File: config.mk
export PLATFORM = sky130hd
export DESIGN_NAME = fencei_sequencer
export DESIGN_NICKNAME = d
export VERILOG_FILES = /design/src/rtl/fencei_sequencer_pkg.sv /design/src/rtl/fencei_sequencer.sv
export SDC_FILE = /design/constraint.sdc
export NUM_CORES = 1
export LEC_CHECK = 0
export ABC_CLOCK_PERIOD_IN_PS = 3400
export CAP_MARGIN = 20
export CORE_ASPECT_RATIO = 1.25
export CORE_MARGIN = 4
export CORE_UTILIZATION = 53
export DETAILED_ROUTE_END_ITERATION = 16
export PLACE_DENSITY = 0.93
export SETUP_SLACK_MARGIN = 0.2
export SLEW_MARGIN = 20
export SYNTH_ARGS = -nofsm -noshare
export SYNTH_HDL_FRONTEND = slang
export SYNTH_SLANG_ARGS = --single-unit
File: constraint.sdc
create_clock -name clk_i -period 3.4 [get_ports clk_i]
set_clock_uncertainty 0.15 [all_clocks]
set_input_delay 0.34 -clock clk_i [delete_from_list [all_inputs] [get_ports clk_i]]
set_output_delay 0.34 -clock clk_i [all_outputs]
set_load 0.005 [all_outputs]
File: src/rtl/fencei_sequencer_pkg.sv
// Shared definitions for the FENCE.I memory-side sequencer: state encoding
// (also decoded by debug/trace logic) and the redirect step.
package fencei_sequencer_pkg;

  typedef enum logic [2:0] {
    S_IDLE     = 3'd0,
    S_DRAIN    = 3'd1,
    S_DC_FLUSH = 3'd2,
    S_IC_INV   = 3'd3,
    S_REDIRECT = 3'd4
  } fencei_state_e;

  localparam int unsigned PC_STEP = 4;

  // A zero-length drain still spends one cycle in DRAIN.
  function automatic int unsigned drain_len(input int unsigned cycles);
    return (cycles == 0) ? 1 : cycles;
  endfunction

endpackage

File: src/rtl/fencei_sequencer.sv
// FENCE.I sequencer: stall the front end, drain, write back the D-cache,
// invalidate the I-cache, then redirect fetch to the instruction after FENCE.I.
module fencei_sequencer
  import fencei_sequencer_pkg::*;
#(
  parameter int unsigned XLEN         = 32,
  parameter int unsigned DRAIN_CYCLES = 2
) (
  input  logic            clk_i,
  input  logic            rst_ni,
  input  logic            is_fencei_i,
  input  logic [XLEN-1:0] fencei_pc_i,
  input  logic            stall_i,
  input  logic            sys_jump_i,
  output logic            dc_flush_req_o,
  input  logic            dc_flush_done_i,
  output logic            ic_inv_req_o,
  input  logic            ic_inv_done_i,
  output logic            busy_o,
  output logic            redirect_o,
  output logic [XLEN-1:0] redirect_pc_o
);

  localparam int unsigned      CNT_W    = $clog2(DRAIN_CYCLES + 2);
  localparam logic [CNT_W-1:0] CNT_LOAD = CNT_W'(drain_len(DRAIN_CYCLES));

  fencei_state_e   state_q, state_d;
  logic [CNT_W-1:0] cnt_q,  cnt_d;
  logic [XLEN-1:0]  pc_q,   pc_d;
  logic [XLEN-1:0]  rpc_q,  rpc_d;

  always_ff @(posedge clk_i or negedge rst_ni) begin
    if (!rst_ni) begin
      state_q <= S_IDLE;
      cnt_q   <= '0;
      pc_q    <= '0;
      rpc_q   <= '0;
    end else begin
      state_q <= state_d;
      cnt_q   <= cnt_d;
      pc_q    <= pc_d;
      rpc_q   <= rpc_d;
    end
  end

  always_comb begin
    state_d = state_q;
    cnt_d   = cnt_q;
    pc_d    = pc_q;
    rpc_d   = rpc_q;
    unique case (state_q)
      S_IDLE: begin
        if (is_fencei_i && !stall_i && !sys_jump_i) begin
          state_d = S_DRAIN;
          cnt_d   = CNT_LOAD;
          pc_d    = fencei_pc_i;
        end
      end
      S_DRAIN: begin
        cnt_d = (cnt_q == '0) ? '0 : cnt_q - CNT_W'(1);
        if (cnt_q <= CNT_W'(1)) state_d = S_DC_FLUSH;
      end
      S_DC_FLUSH: begin
        if (dc_flush_done_i) state_d = S_IC_INV;
      end
      S_IC_INV: begin
        // Target is captured on entry to REDIRECT so it stays 0 until the first redirect.
        if (ic_inv_done_i) begin
          state_d = S_REDIRECT;
          rpc_d   = pc_q + XLEN'(PC_STEP);
        end
      end
      S_REDIRECT: state_d = S_IDLE;
      default:    state_d = S_IDLE;
    endcase
  end

  assign busy_o         = (state_q != S_IDLE);
  assign dc_flush_req_o = (state_q == S_DC_FLUSH);
  assign ic_inv_req_o   = (state_q == S_IC_INV);
  assign redirect_o     = (state_q == S_REDIRECT);
  assign redirect_pc_o  = rpc_q;

endmodule
======== Yosys cells after proc, flatten, opt, wreduce, memory -nomap -nowiden ========
Cells that the tools add are included.
word-level totals
  output and inout bits ................... 36
  flip-flop bits (word level) ............. 69
  bits of input ports ..................... 39
operators by class
  mux-type cells .......................... 8
  order comparisons ....................... 1
  add/subtract/negate cells ............... 2
  reduce and logical (&&, ||, !) cells .... 12
  eq/ne operators ......................... 8
operator list
  cell                                                                     number
  32-bit by 3-bit adder with 32-bit output, second input constant          1
  3-bit 2-to-1 mux                                                         4
  3-bit one-hot mux with 4 select lines                                    1
  3-bit by 2-bit == test with 1-bit output, second input constant          2
  2-bit AND reduction                                                      3
  2-bit 2-to-1 mux                                                         2
  2-bit by 1-bit inequality test with 1-bit output, second input constant  2
  2-bit inequality test, second input constant                             2
  2-bit one-hot mux with 2 select lines                                    1
  4-bit AND reduction                                                      1
  3-bit by 1-bit == test with 1-bit output, second input constant          1
  3-bit == test, second input constant                                     1
  3-bit logical NOT                                                        1
  3-bit nonzero test                                                       1
  2-bit by 1-bit <= comparator with 1-bit output, second input constant    1
  1-bit logical AND                                                        2
  1-bit logical NOT                                                        2
  2-bit logical NOT                                                        1
  2-bit nonzero test                                                       1
  2-bit by 1-bit subtractor with 2-bit output, second input constant       1

======== Logic depth before layout (Yosys ltp) ========
  depth in word-level cells ............... 5
  mapped depth ............................ 6
  gate-level depth less buffers ........... 5

======== Worst setup path before layout ========
No wires, ideal clock.
  path kind ............................... reg2reg
  start point ............................. register pc_q[2]
  end point ............................... register rpc_q[28], in the netlist redirect_pc_o[28]
  path slack .............................. 1.351 ns
  data required time ...................... 3.168 ns
  arrival ................................. 1.817 ns
  stages on the path, launching flop included .. 6
  setup time .............................. 0.082 ns
  cells stage by stage .................... dfrtp_1 -> ha_1 -> nand4_1 -> or4_4 -> or4_1 -> a31oi_1
between the ends
  cells in the longest elaborated chain, start to end .. 1
RTL lines
  element                                   RTL line                text
  start, declared                           fencei_sequencer.sv:29  logic [XLEN-1:0] pc_q, pc_d;
  start signal, assigned                    fencei_sequencer.sv:41  pc_q <= pc_d;
  32-bit by 3-bit adder with 32-bit output  fencei_sequencer.sv:70  rpc_d = pc_q + XLEN'(PC_STEP);
  end signal, assigned                      fencei_sequencer.sv:42  rpc_q <= rpc_d;
  end, declared                             fencei_sequencer.sv:30  logic [XLEN-1:0] rpc_q, rpc_d;
Every way passes these cells.
A chain may end at the register's enable or synchronous reset.

======== Worst setup path in the final report ========
Ends and elaborated chain as after synthesis.

==> reports/results.txt <==
Summed over all nets, the half-perimeter wirelength after detailed placement is 5080 um. Post-CTS repair changed the size of 0 cells. For the pin with the worst max-slew slack, the measured transition is 0.755 ns. The mapped cell area was 3170 sq um; the reg-to-reg setup timing slack was 1.11 ns.

The later-pin clock latency in the skew report is 0.34 ns. Summed over all cells, the static leakage comes to 1.68 nW. For the count of different cell masters after synthesis, the log shows 38. Startpoint kind of the worst setup timing path: a flop.

The number of global-route vias before repair is 2368, and the peak fanout along the critical path is 13. Buffers placed on the I/O ports in this run total 74. The logs give 0 for the buffer count from post-CTS setup fixing and 0 for the count of max-cap constraint violations.

From bottom edge to top edge, the die measures 94.5 um. The remaining number of nets flagged by the antenna check after routing was 0. For the number of max-slew violations in the final report, the log shows 0. The tools report the setup violation total in the final timing report as 0. The post-synthesis cell count was 295.

The tools report the iteration count of the initial detailed-routing pass as 4. The number of hold buffers added after cts is 1. The tools report the startpoint of the most critical register-to-register path as pc_q[2]$_DFFE_PN0P_. Worst hold slack after final layout: 0.331 ns.

Compared with the post-synthesis result, the final layout area differs by 30.3%. For this design the ratio of total power to cell area is 842 nW/um^2. Effective utilization at floorplan: 0.545. The post-route clock period utilization came out at 0.672. The library cell used most frequently in the layout, excluding fill and tap cells, is clkdlybuf4s50_1. The clock passes through at most 2 buffers. The die covers 7290 sq um. Yosys attributes the largest share of cell area to dfrtp_1 (54%), mux2_2 (11%), nand2_1 (4.3%), o21ai_0 (3.8%), xnor2_1 (2.8%).

The flow ran to the end, and the final reports show no timing, DRC or antenna violations. Post-synthesis sequential element count: 69. Pin count of the biggest net entering global routing: 37. In this run the number of H-tree levels came out at 3. The fraction of layout cells with a size suffix above 1 came out at 0.147.

The run gives 31 as the floorplan row count. The startpoint identified for the worst hold timing path is pc_q[0]$_DFFE_PN0P_. Combined global-route utilization of all metal layers: 0.197.

The run gives 0.545 as the portion of the post-synthesis area used by sequential elements. TritonCTS built the clock tree. Worst-case headroom to the max-slew limit: 0.496. Among all flip-flop cells after synthesis, the most frequent one is dfrtp_1.

When the netlist entered floorplanning its net count stood at 335. Worst endpoint data arrival time: 2.40 ns. The fraction of post-synthesis cell area in the top cell type by area was 0.545. The library cell occupying the most area in the post-synthesis netlist was dfrtp_1. Start point of the critical path: pc_q[2]$_DFFE_PN0P_. After detailed routing, the number of remaining DRC violations is 0. The antenna cell count was 0; the total negative slack was 0 ns. IR analysis of the VDD net gives a maximum drop of 0.478 mV. The number of nets in the final layout is 409, and the number of synthesized flops with an enable pin is 0. The kind of end point of the critical path was a flop. The first routing iteration left 135 violations.

The total congestion overflow is 0, and the total clock buffers created by CTS is 9. The run gives 6690 um as the sum of routed wire length over all layers. The proportion of synthesized flip-flops having asynchronous set or reset came out at 1.00. The worst path in the final design needs a cycle of 2.29 ns, including I/O delays and setup. The hold violation count in the final report was 0; the placer's final routability congestion estimate was 0.840. Setup repair after global routing left no endpoint under its margin. The mean cell area of the mapped netlist came out at 10.7 sq um. For the placeable core region, the log shows 5820 sq um. The routed length per instance works out to 15.2 um. CTS placed an instance of clkbuf_8 at the clock tree root.

In the layout the commonest cells are clkdlybuf4s50_1 (73), dfrtp_1 (69), nand2_1 (36). The global-route wire length before repair is 11300 um. STA puts the critical path data required time at 3.52 ns. The worst setup path category is reg -> reg. The via density per instance is 5.62, and the die width is 77.2 um. The number of I/O pins is 75. The number of antenna violations at the first check in global routing is 0, and the total number of clock tree sinks is 69. Static timing analysis puts the maximum clock frequency at 437 MHz.

In this run the worst hold path is classified as reg -> reg. The via count is 2467, and the number of synthesis warnings is 0. After clock tree synthesis, the clock-pin slew on the worst setup and hold paths is 0.07 ns.
==> worst max-delay path, stage by stage (launching register included) <==
cell and delay (ns):
dfrtp_1 0.44, ha_1 0.23, nand4_1 0.11, or4_4 0.57, or4_1 0.53, a31oi_1 0.17
==> stage by stage <==
| step | setup slack [ns] | power [mW] | util | std cells | cell area [sq um] |
|---|---|---|---|---|---|
| finish | 1.11 | 3.48 | 0.710 | 439 | 4130 |
| detailed placement | 1.13 | 2.93 | 0.680 | 423 | 3960 |
| global placement | 1.17 | 2.85 | 0.680 | 423 | 3960 |
| floorplan | 1.35 | 2.24 | - | 295 | 3170 |
| global route | 1.02 | 3.73 | 0.710 | 439 | 4130 |
| CTS | 1.13 | 3.50 | 0.710 | 439 | 4130 |
==> metal layers <==
layer | share of wire | up-vias | wire length (um) | GRT usage
met5 | 0 | - | 0 | 0
met4 | 0.024 | 0 | 161 | 0.0950
met3 | 0.057 | 16 | 380 | 0.0525
met2 | 0.48 | 75 | 3210 | 0.320
met1 | 0.44 | 1169 | 2940 | 0.245
li1 | - | 1207 | - | -
==> where the power goes <==
part	internal, mW	switching (mW)
clock network	0.275	0.287
registers	1.23	0.428
logic	0.778	0.480
total	2.28	1.20
==> state kept, by name (all words and copies together), names as in the netlist <==
| register | count |
|---|---|
| cnt_q | 2 |
| state_q | 3 |
| pc_q | 32 |
| redirect_pc_o | 32 |
==> cells in the mapped netlist (all sizes together), types with 2 or more instances <==
cell type / instances
nor3b: 3
nor4: 4
o21ai: 24
o31ai: 4
nand2: 36
nand4: 10
nor2: 20
a31oi: 13
buf: 5
xnor2: 10
or3: 8
or4: 7
and4: 2
nand3: 7
xor2: 5
a211oi: 2
dfrtp: 69
inv: 7
mux2: 32
clkbuf: 11
nor3: 4
==> worst paths after layout <==
path,end,cells past startpoint
max in group asynchronous,pc_q[10]$_DFFE_PN0P_,3
min in group asynchronous,redirect_pc_o[22]$_DFFE_PN0P_,2
worst min register to register,redirect_pc_o[0]$_DFFE_PN0P_,2
worst min-delay path,redirect_pc_o[0]$_DFFE_PN0P_,2
worst max register to register,redirect_pc_o[28]$_DFFE_PN0P_,5
worst max-delay path,redirect_pc_o[28]$_DFFE_PN0P_,5
==> final cells by class <==
| type | count | area, sq um |
|---|---|---|
| Clock buffer | 10 | 138 |
| Clock inverter | 5 | 27.5 |
| Fill cell | 419 | 1690 |
| Inverter | 7 | 26.3 |
| Multi-Input combinational cell | 203 | 1350 |
| Sequential cell | 69 | 1730 |
| Tap cell | 66 | 82.6 |
| Timing Repair Buffer | 79 | 776 |
==> logic make-up after synthesis <==
logic type / count (synthesis) / synth area share
flops: 69 / 0.545
simple gates: 105 / 0.173
fa+ha+maj: 1 / 0.00395
mux: 32 / 0.114
buf+inv: 23 / 0.0284
xor+xnor: 15 / 0.0414
compound gates: 50 / 0.0947
No activity file was read; power rests on OpenSTA's default activity.
